File: src/rtl/crc32_pkg.sv
// crc32_pkg: shared CRC-32/ISO-HDLC constants, FSM state type and byte-step function
package crc32_pkg;
  localparam logic [31:0] CRC_POLY = 32'h04C11DB7;
  localparam logic [31:0] CRC_INIT = 32'hFFFFFFFF;
  localparam logic [31:0] CRC_XOR_OUT = 32'hFFFFFFFF;

  typedef enum logic [1:0] {IDLE, BUSY, RESULT} state_t;

  function automatic logic [31:0] reflect32(input logic [31:0] v);
    logic [31:0] r;
    for (int i = 0; i < 32; i++) r[i] = v[31-i];
    return r;
  endfunction

  // Reflected-input engine shifts right, so it uses the bit-reversed polynomial.
  localparam logic [31:0] CRC_POLY_REF = reflect32(CRC_POLY);

  function automatic logic [31:0] crc32_d8(input logic [7:0] data, input logic [31:0] crc);
    logic [31:0] c;
    c = crc ^ {24'd0, data};
    for (int i = 0; i < 8; i++) c = c[0] ? ((c >> 1) ^ CRC_POLY_REF) : (c >> 1);
    return c;
  endfunction
endpackage

File: src/rtl/crc32_word_step.sv
// crc32_word_step: folds 1..4 bytes of a word (byte0 first) into a CRC in one cycle
module crc32_word_step
  import crc32_pkg::*;
(
  input  logic [31:0] data,
  input  logic [31:0] crc_in,
  input  logic [1:0]  nbytes_m1,
  output logic [31:0] crc_out
);
  logic [31:0] c [5];

  assign c[0] = crc_in;
  for (genvar g = 0; g < 4; g++) begin : g_stage
    assign c[g+1] = crc32_d8(data[8*g +: 8], c[g]);
  end
  assign crc_out = c[{1'b0, nbytes_m1} + 3'd1];
endmodule

File: src/rtl/crc32_frame_arb.sv
// crc32_frame_arb: two-source round-robin frame arbiter feeding a CRC-32 engine
module crc32_frame_arb
  import crc32_pkg::*;
#(
  parameter logic [31:0] INIT    = CRC_INIT,
  parameter logic [31:0] XOR_OUT = CRC_XOR_OUT
) (
  input  logic        clk,
  input  logic        rst_n,
  input  logic [31:0] s0_data,
  input  logic        s0_valid,
  input  logic        s0_sop,
  input  logic        s0_eop,
  input  logic [1:0]  s0_keep,
  output logic        s0_ready,
  input  logic [31:0] s1_data,
  input  logic        s1_valid,
  input  logic        s1_sop,
  input  logic        s1_eop,
  input  logic [1:0]  s1_keep,
  output logic        s1_ready,
  output logic        crc_valid,
  input  logic        crc_ready,
  output logic [31:0] crc_out,
  output logic        crc_src,
  output logic        crc_err,
  output logic [15:0] drop_cnt
);
  state_t      state_q, state_d;
  logic        rr_ptr_q, rr_ptr_d, gnt_q, gnt_d, first_q, first_d, err_q, err_d;
  logic [31:0] crc_q, crc_d, crc_out_q, crc_out_d;
  logic        crc_valid_q, crc_valid_d, crc_src_q, crc_src_d, crc_err_q, crc_err_d;
  logic [15:0] drop_cnt_q, drop_cnt_d;
  logic        req0, req1, orph0, orph1, w_valid, w_sop, w_eop, acc, err_nx;
  logic [31:0] w_data, crc_base, crc_nx;
  logic [1:0]  w_keep;
  logic [16:0] drop_sum;

  assign req0     = s0_valid & s0_sop;
  assign req1     = s1_valid & s1_sop;
  assign orph0    = (state_q == IDLE) & s0_valid & ~s0_sop;
  assign orph1    = (state_q == IDLE) & s1_valid & ~s1_sop;
  assign w_data   = gnt_q ? s1_data : s0_data;
  assign w_valid  = gnt_q ? s1_valid : s0_valid;
  assign w_sop    = gnt_q ? s1_sop : s0_sop;
  assign w_eop    = gnt_q ? s1_eop : s0_eop;
  assign w_keep   = gnt_q ? s1_keep : s0_keep;
  assign acc      = (state_q == BUSY) & w_valid;
  // A sop on any accepted word (first or mid-frame) restarts the CRC from the seed.
  assign crc_base = (first_q | w_sop) ? INIT : crc_q;
  assign err_nx   = err_q | (w_sop & ~first_q);
  assign drop_sum = {1'b0, drop_cnt_q} + {16'd0, orph0} + {16'd0, orph1};
  // Orphan words need same-cycle ready, so ready is decoded from state and gated by reset.
  assign s0_ready = rst_n & (orph0 | ((state_q == BUSY) & ~gnt_q));
  assign s1_ready = rst_n & (orph1 | ((state_q == BUSY) & gnt_q));
  assign crc_valid = crc_valid_q;
  assign crc_out   = crc_out_q;
  assign crc_src   = crc_src_q;
  assign crc_err   = crc_err_q;
  assign drop_cnt  = drop_cnt_q;

  crc32_word_step u_step (
    .data      (w_data),
    .crc_in    (crc_base),
    .nbytes_m1 (w_eop ? w_keep : 2'd3),
    .crc_out   (crc_nx)
  );

  // Next-state: grant in IDLE, fold words in BUSY, hold the result until handshake.
  always_comb begin
    state_d     = state_q;
    rr_ptr_d    = rr_ptr_q;
    gnt_d       = gnt_q;
    first_d     = first_q;
    err_d       = err_q;
    crc_d       = crc_q;
    crc_out_d   = crc_out_q;
    crc_valid_d = crc_valid_q;
    crc_src_d   = crc_src_q;
    crc_err_d   = crc_err_q;
    drop_cnt_d  = drop_cnt_q;
    case (state_q)
      IDLE: begin
        drop_cnt_d = drop_sum[16] ? 16'hFFFF : drop_sum[15:0];
        if (req0 | req1) begin
          state_d = BUSY;
          gnt_d   = (req0 & req1) ? rr_ptr_q : req1;
          first_d = 1'b1;
          err_d   = 1'b0;
        end
      end
      BUSY: if (acc) begin
        crc_d   = crc_nx;
        first_d = 1'b0;
        err_d   = err_nx;
        if (w_eop) begin
          state_d     = RESULT;
          crc_valid_d = 1'b1;
          crc_out_d   = crc_nx ^ XOR_OUT;
          crc_src_d   = gnt_q;
          crc_err_d   = err_nx;
        end
      end
      RESULT: if (crc_ready) begin
        state_d     = IDLE;
        crc_valid_d = 1'b0;
        rr_ptr_d    = ~crc_src_q;
      end
      default: state_d = IDLE;
    endcase
  end

  // All state and registered outputs, cleared asynchronously by rst_n.
  always_ff @(posedge clk or negedge rst_n) begin
    if (!rst_n) begin
      state_q     <= IDLE;
      rr_ptr_q    <= 1'b0;
      gnt_q       <= 1'b0;
      first_q     <= 1'b0;
      err_q       <= 1'b0;
      crc_q       <= INIT;
      crc_out_q   <= '0;
      crc_valid_q <= 1'b0;
      crc_src_q   <= 1'b0;
      crc_err_q   <= 1'b0;
      drop_cnt_q  <= '0;
    end else begin
      state_q     <= state_d;
      rr_ptr_q    <= rr_ptr_d;
      gnt_q       <= gnt_d;
      first_q     <= first_d;
      err_q       <= err_d;
      crc_q       <= crc_d;
      crc_out_q   <= crc_out_d;
      crc_valid_q <= crc_valid_d;
      crc_src_q   <= crc_src_d;
      crc_err_q   <= crc_err_d;
      drop_cnt_q  <= drop_cnt_d;
    end
  end
endmodule

File: config.mk
export PLATFORM = sky130hd
export DESIGN_NAME = crc32_frame_arb
export DESIGN_NICKNAME = d
export VERILOG_FILES = /design/src/rtl/crc32_pkg.sv /design/src/rtl/crc32_word_step.sv /design/src/rtl/crc32_frame_arb.sv
export SDC_FILE = /design/constraint.sdc
export NUM_CORES = 1
export LEC_CHECK = 0
export ABC_AREA = 0
export BUFFER_PORTS_ARGS = -buffer_cell sky130_fd_sc_hd__buf_2
export CORE_MARGIN = 2
export CORE_UTILIZATION = 35
export CTS_BUF_LIST = sky130_fd_sc_hd__clkbuf_8 sky130_fd_sc_hd__clkbuf_16
export DETAILED_ROUTE_END_ITERATION = 10
export HOLD_SLACK_MARGIN = 0.03
export PLACE_DENSITY = 0.54
export REMOVE_ABC_BUFFERS = 1
export SLEW_MARGIN = 40
export SYNTH_ARGS = -nofsm -noshare
export SYNTH_HDL_FRONTEND = slang
export SYNTH_HIERARCHICAL = 1
export SYNTH_SLANG_ARGS = --single-unit
File: constraint.sdc
create_clock -name clk -period 8.77 [get_ports clk]
set_input_delay 0.877 -clock clk [delete_from_list [all_inputs] [get_ports clk]]
set_output_delay 0.877 -clock clk [all_outputs]
set_load 0.005 [all_outputs]
==> flow_metrics.env, run 1 <==
export IMPL_synth_edf_count=0
export IMPL_r2r_end="crc_out[25]$_DFFE_PN0P_"
export IMPL_hold_class="register to register"
export IMPL_drv_cap=0
export IMPL_drive_above_1_share_pct=34.0
export IMPL_synth_flop_cell="dfrtp_1"
export IMPL_num_vias=6996
export IMPL_ys_ff_latch=89
export IMPL_die_w_um=170
export IMPL_core_area_mm2=0.0270
export IMPL_grt_use_total_pct=21.4
export IMPL_yosys_area_top_type="xnor2_1"
export IMPL_path_clk_slew_ns=0.08
export IMPL_cts_htree_levels=3
export IMPL_clock_latency_ns=0.36
export IMPL_dieArea_mm2=0.0290
export IMPL_die_h_um=170
export IMPL_wl_per_cell_um=22.5
export IMPL_grt_pass1_vias=7058
export IMPL_ctsRootBufferMaster="clkbuf_16"
export IMPL_endpoint_kind="register"
export IMPL_drt_iter0_markers=594
export IMPL_hold_viol=0
export IMPL_synth_seq_area_share_pct=23.5
export IMPL_hold_buffers=0
export IMPL_grt_pass1_wl_um=45500
export IMPL_io_pins=130
export IMPL_synth_top_area_share_pct=15.8
export IMPL_portBuffers=129
export IMPL_slew_viol_final=0
export IMPL_drc=0
export IMPL_num_rows=60
export IMPL_final_setup_tns_ns=0
export IMPL_cts_tree="yes"
export IMPL_start_kind="primary input"
export IMPL_setup_viol=0
export IMPL_fmax_mhz=162
export IMPL_synth_warnings=6
export IMPL_nets=1071
export IMPL_hold_depth=2
export IMPL_r2r_slack_ns=2.77
export IMPL_cts_resized=0
export IMPL_syn_to_final_growth_pct=13.9
export IMPL_synth_most_common_cell="xnor2_1"
export IMPL_crit_path_max_fanout=13
export IMPL_cts_setup_buffers=0
export IMPL_clockBufferDepth=2
export IMPL_antenna_found_initial=0
export IMPL_place_gp_congestion=0.948
export IMPL_netlist_area_mm2=0.00966
export IMPL_worstMarginPinSlew_ns=0.767
export IMPL_wl_um=30100
export IMPL_worstSetupPathType="primary input to register"
export IMPL_skew_ns=0.0161
export IMPL_fin_crit_sh_pct=70.6
export IMPL_run_status="finished, final reports clean"
export IMPL_min_delay_start="crc_out[10]$_DFFE_PN0P_"
export IMPL_grt_overflow=0
export IMPL_synthArstFlopShare_pct=100
export IMPL_postSynthCellCount=878
export IMPL_required_ns=8.99
export IMPL_hpwl_um=23300
export IMPL_cts_sinks=89
export IMPL_vias_per_cell=5.23
export IMPL_r2r_start="gnt_q$_DFFE_PN0P_"
export IMPL_rsz0062_at_grt="false"
export IMPL_numCtsBuffers=9
export IMPL_hold_end="crc_out[10]$_DFFE_PN0P_"
export IMPL_cp_data_arrival_time_ns=6.41
export IMPL_reg2reg_depth=13
export IMPL_synth_area_top_cells="xnor2_1 16%, dfrtp_1 15%, xnor3_1 10%, dfstp_2 8.7%, mux2_2 8.2%"
export IMPL_period_needed_ns=6.19
export IMPL_final_antenna_net_count=0
export IMPL_nFillCells=2669
export IMPL_slew_headroom_pct=48.5
export IMPL_grt_max_degree=60
export IMPL_synth_cell_types=68
export IMPL_drt_first_pass_iters=6
export IMPL_synth_common_cells="174 x xnor2_1, 70 x mux2_2, 62 x nand2_1, 60 x o21ai_0, 57 x dfrtp_1"
export IMPL_num_antenna_cells=0
export IMPL_syn_area_per_cell_um2=11.0
export IMPL_start_util_pct=35.8
[area by class of cell]
| cell class | count | area [µm²] | area share [%] |
|---|---|---|---|
| clock buffer | 9 | 225 | 2.05 |
| tap | 341 | 427 | 3.88 |
| inverter | 15 | 56.3 | 0.512 |
| timing repair buffer | 141 | 766 | 6.96 |
| multi-input combinational | 735 | 7190 | 65.3 |
| clock inverter | 7 | 72.6 | 0.659 |
| sequential | 89 | 2270 | 20.6 |
[stage by stage]
| step | hold WS (ns) | setup slack, ns | cells | cell area (µm²) | utilization [%] |
|---|---|---|---|---|---|
| 5_1_grt | 0.509 | 2.29 | 1337 | 11000 | 40.7 |
| 3_3_place_gp | 0.462 | 2.21 | 1319 | 10600 | 39.4 |
| 6_report | 0.477 | 2.58 | 1337 | 11000 | 40.7 |
| 2_1_floorplan | 0.450 | 2.06 | 839 | 9480 | - |
| 3_5_place_dp | 0.469 | 2.26 | 1321 | 10700 | 39.6 |
| 4_1_cts | 0.488 | 2.64 | 1337 | 11000 | 40.7 |
[cells by family after synthesis]
logic type / share of synthesized area, %
AND/OR/NAND/NOR: 8.74
AO/OA/AOI/OAI: 9.44
flip-flops: 23.5
multiplexers: 10.8
XOR/XNOR: 44.6
buffers and inverters: 2.51
adder cells (fa/ha/maj): 0.466
[state kept, by name, indices dropped and copies added (netlist names)]
signal / cells
crc_out: 32
crc_q: 32
drop_cnt: 16
state_q: 2
crc_err: 1
crc_src: 1
crc_valid: 1
err_q: 1
first_q: 1
gnt_q: 1
rr_ptr_q: 1
[worst max-delay path, cell delays in order]
cell and delay [ns]:
buf_2 0.12, mux2i_1 0.20, nor2b_2 0.20, buf_4 0.23, nand2b_1 0.19, xor2_2 0.56, xnor3_2 0.71, xor3_2 0.49
xnor3_2 0.50, xnor2_2 0.55, xor2_1 0.68, xnor2_1 0.26, a211oi_1 0.36, a21oi_1 0.08, o22ai_1 0.24, o21ai_0 0.13
[layer usage]
metal  GRT usage, %  wire (µm)
met3           2.91       1670
met2           34.8      13900
met4           6.69        925
met1           29.4      13700
met5              0          0
[placed cells by master (no fill, tap or decap), types with 5 or more instances in the layout]
| cell type | netlist | layout |
|---|---|---|
| xnor2_1 | 174 | 172 |
| buf_2 | 4 | 128 |
| mux2_2 | 70 | 70 |
| nand2_1 | 62 | 62 |
| o21ai_0 | 60 | 60 |
| dfrtp_1 | 57 | 56 |
| xor2_1 | 51 | 51 |
| xnor3_1 | 43 | 43 |
| nand2b_1 | 35 | 35 |
| dfstp_2 | 32 | 32 |
| nor2_1 | 29 | 27 |
| a21oi_1 | 23 | 23 |
| o22ai_1 | 18 | 18 |
| xnor2_2 | 16 | 18 |
| inv_1 | 15 | 15 |
| xnor2_4 | 15 | 15 |
| xnor3_2 | 15 | 15 |
| buf_4 | 2 | 11 |
| clkbuf_16 | 0 | 9 |
| mux4_2 | 9 | 9 |
| nand3_1 | 7 | 7 |
| a211oi_1 | 7 | 7 |
| nor3_1 | 6 | 6 |
| xor2_2 | 6 | 6 |
| xor3_1 | 6 | 6 |
| mux2i_1 | 5 | 5 |
| nand4_1 | 5 | 5 |
[how the worst max path moves through the flow]
stage	start	to	slack [ns]
2_1_floorplan	gnt_q$_DFFE_PN0P_	crc_out[23]$_DFFE_PN0P_	2.06
3_3_place_gp	s0_sop	crc_q[10]$_DFFE_PN1P_	2.21
3_5_place_dp	s0_sop	crc_out[20]$_DFFE_PN0P_	2.26
4_1_cts	s0_sop	crc_out[20]$_DFFE_PN0P_	2.64
5_1_grt	s1_sop	crc_out[20]$_DFFE_PN0P_	2.29
6_report	s0_sop	crc_out[25]$_DFFE_PN0P_	2.58
Power of run 1 is left out: the tool's default activity adds up to more than one toggle a clock period on the data nets, which glitch-free logic cannot reach.
==> run 2, diff against run 1 <==
--- a/config.mk
+++ b/config.mk
@@ -12,7 +12,7 @@
 export CTS_BUF_LIST = sky130_fd_sc_hd__clkbuf_8 sky130_fd_sc_hd__clkbuf_16
 export DETAILED_ROUTE_END_ITERATION = 10
 export HOLD_SLACK_MARGIN = 0.03
-export PLACE_DENSITY = 0.54
+export PLACE_DENSITY = 0.56
 export REMOVE_ABC_BUFFERS = 1
 export SLEW_MARGIN = 40
 export SYNTH_ARGS = -nofsm -noshare
==> constraint.sdc (replaced) <==
create_clock -name clk -period 5.5 [get_ports clk]
set_input_delay 0.55 -clock clk [delete_from_list [all_inputs] [get_ports clk]]
set_output_delay 0.55 -clock clk [all_outputs]
set_load 0.005 [all_outputs]
==> flow_metrics.env, run 2 (synthesis gave the netlist of run 1 again) <==
export IMPL_final_antenna_net_count=0
export IMPL_io_pins=130
export IMPL_wl_um=30700
export IMPL_drive_above_1_share_pct=37.6
export IMPL_hold_viol=0
export IMPL_setup_viol=0
export IMPL_slew_headroom_pct=43.2
export IMPL_grt_pass1_wl_um=46300
export IMPL_fmax_mhz=190
export IMPL_nets=1132
export IMPL_drc=0
export IMPL_required_ns=5.71
export IMPL_cts_resized=0
export IMPL_finalInstanceArea_mm2=0.0115
export IMPL_cts_tree="yes"
export IMPL_num_antenna_cells=0
export IMPL_drt_iter0_markers=586
export IMPL_rsz0062_at_grt="false"
export IMPL_numCtsBuffers=9
export IMPL_cts_setup_buffers=0
export IMPL_drt_first_pass_iters=5
export IMPL_dp_slack_ns=0.128
export IMPL_endpoint_kind="register"
export IMPL_start_util_pct=35.8
export IMPL_fin_crit_sh_pct=95.5
export IMPL_ctsRootBufferMaster="clkbuf_16"
export IMPL_worstSetupPathType="register to register"
export IMPL_vias_per_cell=5.17
export IMPL_worstMarginPinSlew_ns=0.846
export IMPL_hold_class="primary input to async pin"
export IMPL_cp_data_arrival_time_ns=5.46
export IMPL_grt_use_total_pct=21.7
export IMPL_run_status="finished, final reports clean"
export IMPL_cts_htree_levels=3
export IMPL_num_rows=60
export IMPL_hold_buffers=0
export IMPL_period_needed_ns=5.25
export IMPL_grt_pass1_vias=7323
export IMPL_path_clk_slew_ns=0.08
export IMPL_antenna_found_initial=0
export IMPL_wl_per_cell_um=22.0
export IMPL_final_cell_mix="174 x xnor2_1, 128 x buf_2, 70 x mux2_2"
export IMPL_die_w_um=170
export IMPL_clock_latency_ns=0.36
export IMPL_regArea_mm2=0.00227
export IMPL_grt_max_degree=69
export IMPL_hpwl_um=24300
export IMPL_crit_path_max_fanout=21
export IMPL_syn_to_final_growth_pct=18.6
export IMPL_nFillCells=2622
export IMPL_placed_cell_area_mm2=0.0112
export IMPL_place_gp_congestion=0.982
export IMPL_cts_sinks=89
export IMPL_multiInputGateArea_mm2=0.00717
export IMPL_slew_viol_final=0
export IMPL_dieArea_mm2=0.0290
export IMPL_skew_ns=0.0141
export IMPL_clockBufferDepth=2
export IMPL_die_h_um=170
export IMPL_core_area_mm2=0.0270
export IMPL_drv_cap=0
export IMPL_final_common_cell="xnor2_1"
export IMPL_grt_overflow=0
export IMPL_layout_setup_ws_ns=0.248
export IMPL_portBuffers=129
export IMPL_start_kind="register"
export IMPL_num_vias=7233
-- run 2: changes by cell type in the layout (fill, tap and decap cells not counted), sizes merged --
| cell | delta |
|---|---|
| inv | +1 |
| clkinv | -1 |
| buf | +61 |
-- run 2: critical path: stages (launching register included) --
cell and delay [ns]:
dfrtp_2 0.40, mux2i_1 0.23, nor2b_2 0.21, buf_12 0.19, nand2b_1 0.26, xnor2_2 0.51, xnor2_1 0.29, xnor2_2 0.40
xnor3_1 0.64, xnor2_4 0.22, xnor2_4 0.40, xnor2_4 0.23, xnor2_4 0.35, xnor3_1 0.43, o22ai_1 0.20, o21ai_0 0.12
-- run 2: final timing paths --
kind / from / to / slack [ns] / cells after the start
min in group clk: crc_ready / state_q[1]$_DFFE_PN0P_ / 0.47 / 4
hold / removal: rst_n / crc_out[0]$_DFFE_PN0P_ / 0.13 / 1
setup reg to reg: gnt_q$_DFFE_PN0P_ / crc_out[23]$_DFFE_PN0P_ / 0.25 / 15
max in group asynchronous: rst_n / gnt_q$_DFFE_PN0P_ / 4.41 / 2
setup / recovery: gnt_q$_DFFE_PN0P_ / crc_out[23]$_DFFE_PN0P_ / 0.25 / 15
hold reg to reg: crc_out[28]$_DFFE_PN0P_ / crc_out[28]$_DFFE_PN0P_ / 0.47 / 2
-- run 2: through the flow --
stage	TNS (ns)	hold slack, ns	utilization [%]	cells
after floorplan	-57.37	0.254	-	839
after global placement	0	0.460	41.2	1380
after detailed placement	0	0.466	41.3	1382
after CTS	0	0.144	42.4	1398
after global routing	0	0.152	42.4	1398
final	0	0.131	42.4	1398
-- run 2: layout make-up --
type                    count  share of cell area, %
repair buffers            202                   10.8
clock inverters             7                  0.611
inverters                  15                  0.491
multi-input cells         735                   62.6
flip-flops and latches     89                   19.8
clock buffers               9                   1.97
well taps                 341                   3.72
-- run 2: metal layers --
metal / GRT usage, % / vias to the layer above / wire length [µm]
li1: - / 3393 / -
met1: 30.4 / 3529 / 14100
met2: 35.3 / 267 / 14100
met3: 3.28 / 44 / 1860
met4: 5.24 / 0 / 719
met5: 0 / - / 0
Power of run 2 is left out for the same reason.
==> run 3, diff against run 2 <==
--- a/config.mk
+++ b/config.mk
@@ -8,11 +8,12 @@
 export ABC_AREA = 0
 export BUFFER_PORTS_ARGS = -buffer_cell sky130_fd_sc_hd__buf_2
 export CORE_MARGIN = 2
-export CORE_UTILIZATION = 35
+export CORE_UTILIZATION = 54
 export CTS_BUF_LIST = sky130_fd_sc_hd__clkbuf_8 sky130_fd_sc_hd__clkbuf_16
 export DETAILED_ROUTE_END_ITERATION = 10
 export HOLD_SLACK_MARGIN = 0.03
-export PLACE_DENSITY = 0.56
+export MAX_ROUTING_LAYER = met4
+export PLACE_DENSITY = 0.79
 export REMOVE_ABC_BUFFERS = 1
 export SLEW_MARGIN = 40
 export SYNTH_ARGS = -nofsm -noshare
==> flow_metrics.env, run 3 (synthesis gave the netlist of run 1 again) <==
export IMPL_slew_headroom_pct=41.6
export IMPL_clockBufferDepth=2
export IMPL_crit_buf_inv=3
export IMPL_hold_viol=0
export IMPL_grt_pass1_vias=7236
export IMPL_cp_top_family="XOR/XNOR gates"
export IMPL_die_w_um=138
export IMPL_drt_iter0_markers=648
export IMPL_drv_cap=0
export IMPL_grt_max_degree=69
export IMPL_antenna_found_initial=0
export IMPL_core_area_mm2=0.0174
export IMPL_grt_use_met3_pct=4.27
export IMPL_num_rows=48
export IMPL_slew_viol_final=0
export IMPL_met1_usage_pct=43.6
export IMPL_grt_pass1_wl_um=43700
export IMPL_numPlacedInstances=1266
export IMPL_cp_cell_sequence="mux2i_1 -> nor2b_2 -> buf_12 -> buf_4 -> nand2b_1 -> xnor3_1 -> xnor3_2 -> xnor3_1 -> xnor3_2 -> xnor2_2 -> xnor3_1 -> buf_4 -> xnor2_1 -> xor2_1 -> o22ai_1 -> mux2_2"
export IMPL_cp_slowest_stage_delay_ns=0.50
export IMPL_portBuffers=129
export IMPL_cts_htree_levels=3
export IMPL_nets=1134
export IMPL_crit_slowest_cell="xnor3_1"
export IMPL_period_needed_ns=5.30
export IMPL_worstSetupPathType="register to register"
export IMPL_worstMarginPinSlew_ns=0.870
export IMPL_required_ns=5.78
export IMPL_wl_per_cell_um=22.4
export IMPL_drive_above_1_share_pct=37.9
export IMPL_numCtsBuffers=9
export IMPL_cts_sinks=89
export IMPL_die_h_um=138
export IMPL_start_util_pct=55.5
export IMPL_fin_crit_sh_pct=96.4
export IMPL_fmax_mhz=189
export IMPL_final_antenna_net_count=0
export IMPL_top_usage_layer="met2"
export IMPL_skew_ns=0.0196
export IMPL_hold_class="primary input to async pin"
export IMPL_num_vias=7467
export IMPL_hold_buffers=0
export IMPL_met2_usage_pct=51.6
export IMPL_final_cell_mix="173 x xnor2_1, 128 x buf_2, 73 x buf_4"
export IMPL_drc=0
export IMPL_wl_um=28800
export IMPL_cp_data_arrival_time_ns=5.58
export IMPL_grt_overflow=0
export IMPL_ctsRootBufferMaster="clkbuf_16"
export IMPL_io_pins=130
export IMPL_crit_top_cell="xnor3_1"
export IMPL_final_cells=1284
export IMPL_setup_viol=0
export IMPL_dieArea_mm2=0.0190
export IMPL_drt_first_pass_iters=6
export IMPL_path_clk_slew_ns=0.08
export IMPL_vias_per_cell=5.82
export IMPL_run_status="finished, final reports clean"
export IMPL_crit_path_max_fanout=21
export IMPL_grt_use_total_pct=32.5
export IMPL_clock_latency_ns=0.36
export IMPL_start_kind="register"
export IMPL_hpwl_um=22300
export IMPL_place_gp_congestion=1.06
export IMPL_num_antenna_cells=0
export IMPL_rsz0062_at_grt="false"
export IMPL_syn_to_final_growth_pct=17.5
export IMPL_endpoint_kind="register"
export IMPL_cts_tree="yes"
export IMPL_final_common_cell="xnor2_1"
-- run 3: timing repair --
item	CTS	global route
setup endpoints to repair	0	13
resized for setup	0	3
setup buffers	0	2
-- run 3: final timing paths --
path / startpoint / end / slack [ns] / cells past startpoint
setup / recovery: gnt_q$_DFFE_PN0P_ / crc_q[16]$_DFFE_PN1P_ / 0.20 / 16
max in group asynchronous: rst_n / gnt_q$_DFFE_PN0P_ / 4.22 / 2
hold / removal: rst_n / crc_out[3]$_DFFE_PN0P_ / 0.17 / 1
setup reg to reg: gnt_q$_DFFE_PN0P_ / crc_q[16]$_DFFE_PN1P_ / 0.20 / 16
hold reg to reg: crc_out[5]$_DFFE_PN0P_ / crc_out[5]$_DFFE_PN0P_ / 0.47 / 2
min in group clk: crc_out[5]$_DFFE_PN0P_ / crc_out[5]$_DFFE_PN0P_ / 0.47 / 2
-- run 3: worst register-to-register path: stages (launching register included) --
cell	delay, ns
dfrtp_2	0.40
mux2i_1	0.26
nor2b_2	0.24
buf_12	0.20
buf_4	0.23
nand2b_1	0.29
xnor3_1	0.46
xnor3_2	0.31
xnor3_1	0.50
xnor3_2	0.50
xnor2_2	0.20
xnor3_1	0.44
buf_4	0.22
xnor2_1	0.38
xor2_1	0.22
o22ai_1	0.12
mux2_2	0.30
-- run 3: cell type report --
class,instances,area [µm²]
Clock buffer,9,225
Clock inverter,7,72.6
Fill cell,1405,6060
Inverter,15,56.3
Multi-Input combinational cell,735,7200
Sequential cell,89,2270
Tap cell,225,282
Timing Repair Buffer,204,1250
-- run 3: routing by layer --
layer | wire [µm] | up-vias
met5 | 0 | -
met4 | 907 | 0
met3 | 1820 | 57
met2 | 13600 | 316
met1 | 12500 | 3678
li1 | - | 3416
-- run 3: metrics by stage --
stage               utilization, %  area, µm²  hold slack, ns  worst slack (ns)  setup TNS, ns
finish                        65.2      11400           0.167             0.196              0
global route                  65.2      11400           0.199           0.00760              0
CTS                           64.9      11300           0.175             0.117              0
detailed placement            63.2      11000           0.465           -0.0672         -0.172
global placement              63.1      11000           0.458           -0.0372         -0.117
floorplan                        -       9480           0.254             -1.21         -57.37
Power of run 3 is left out for the same reason.
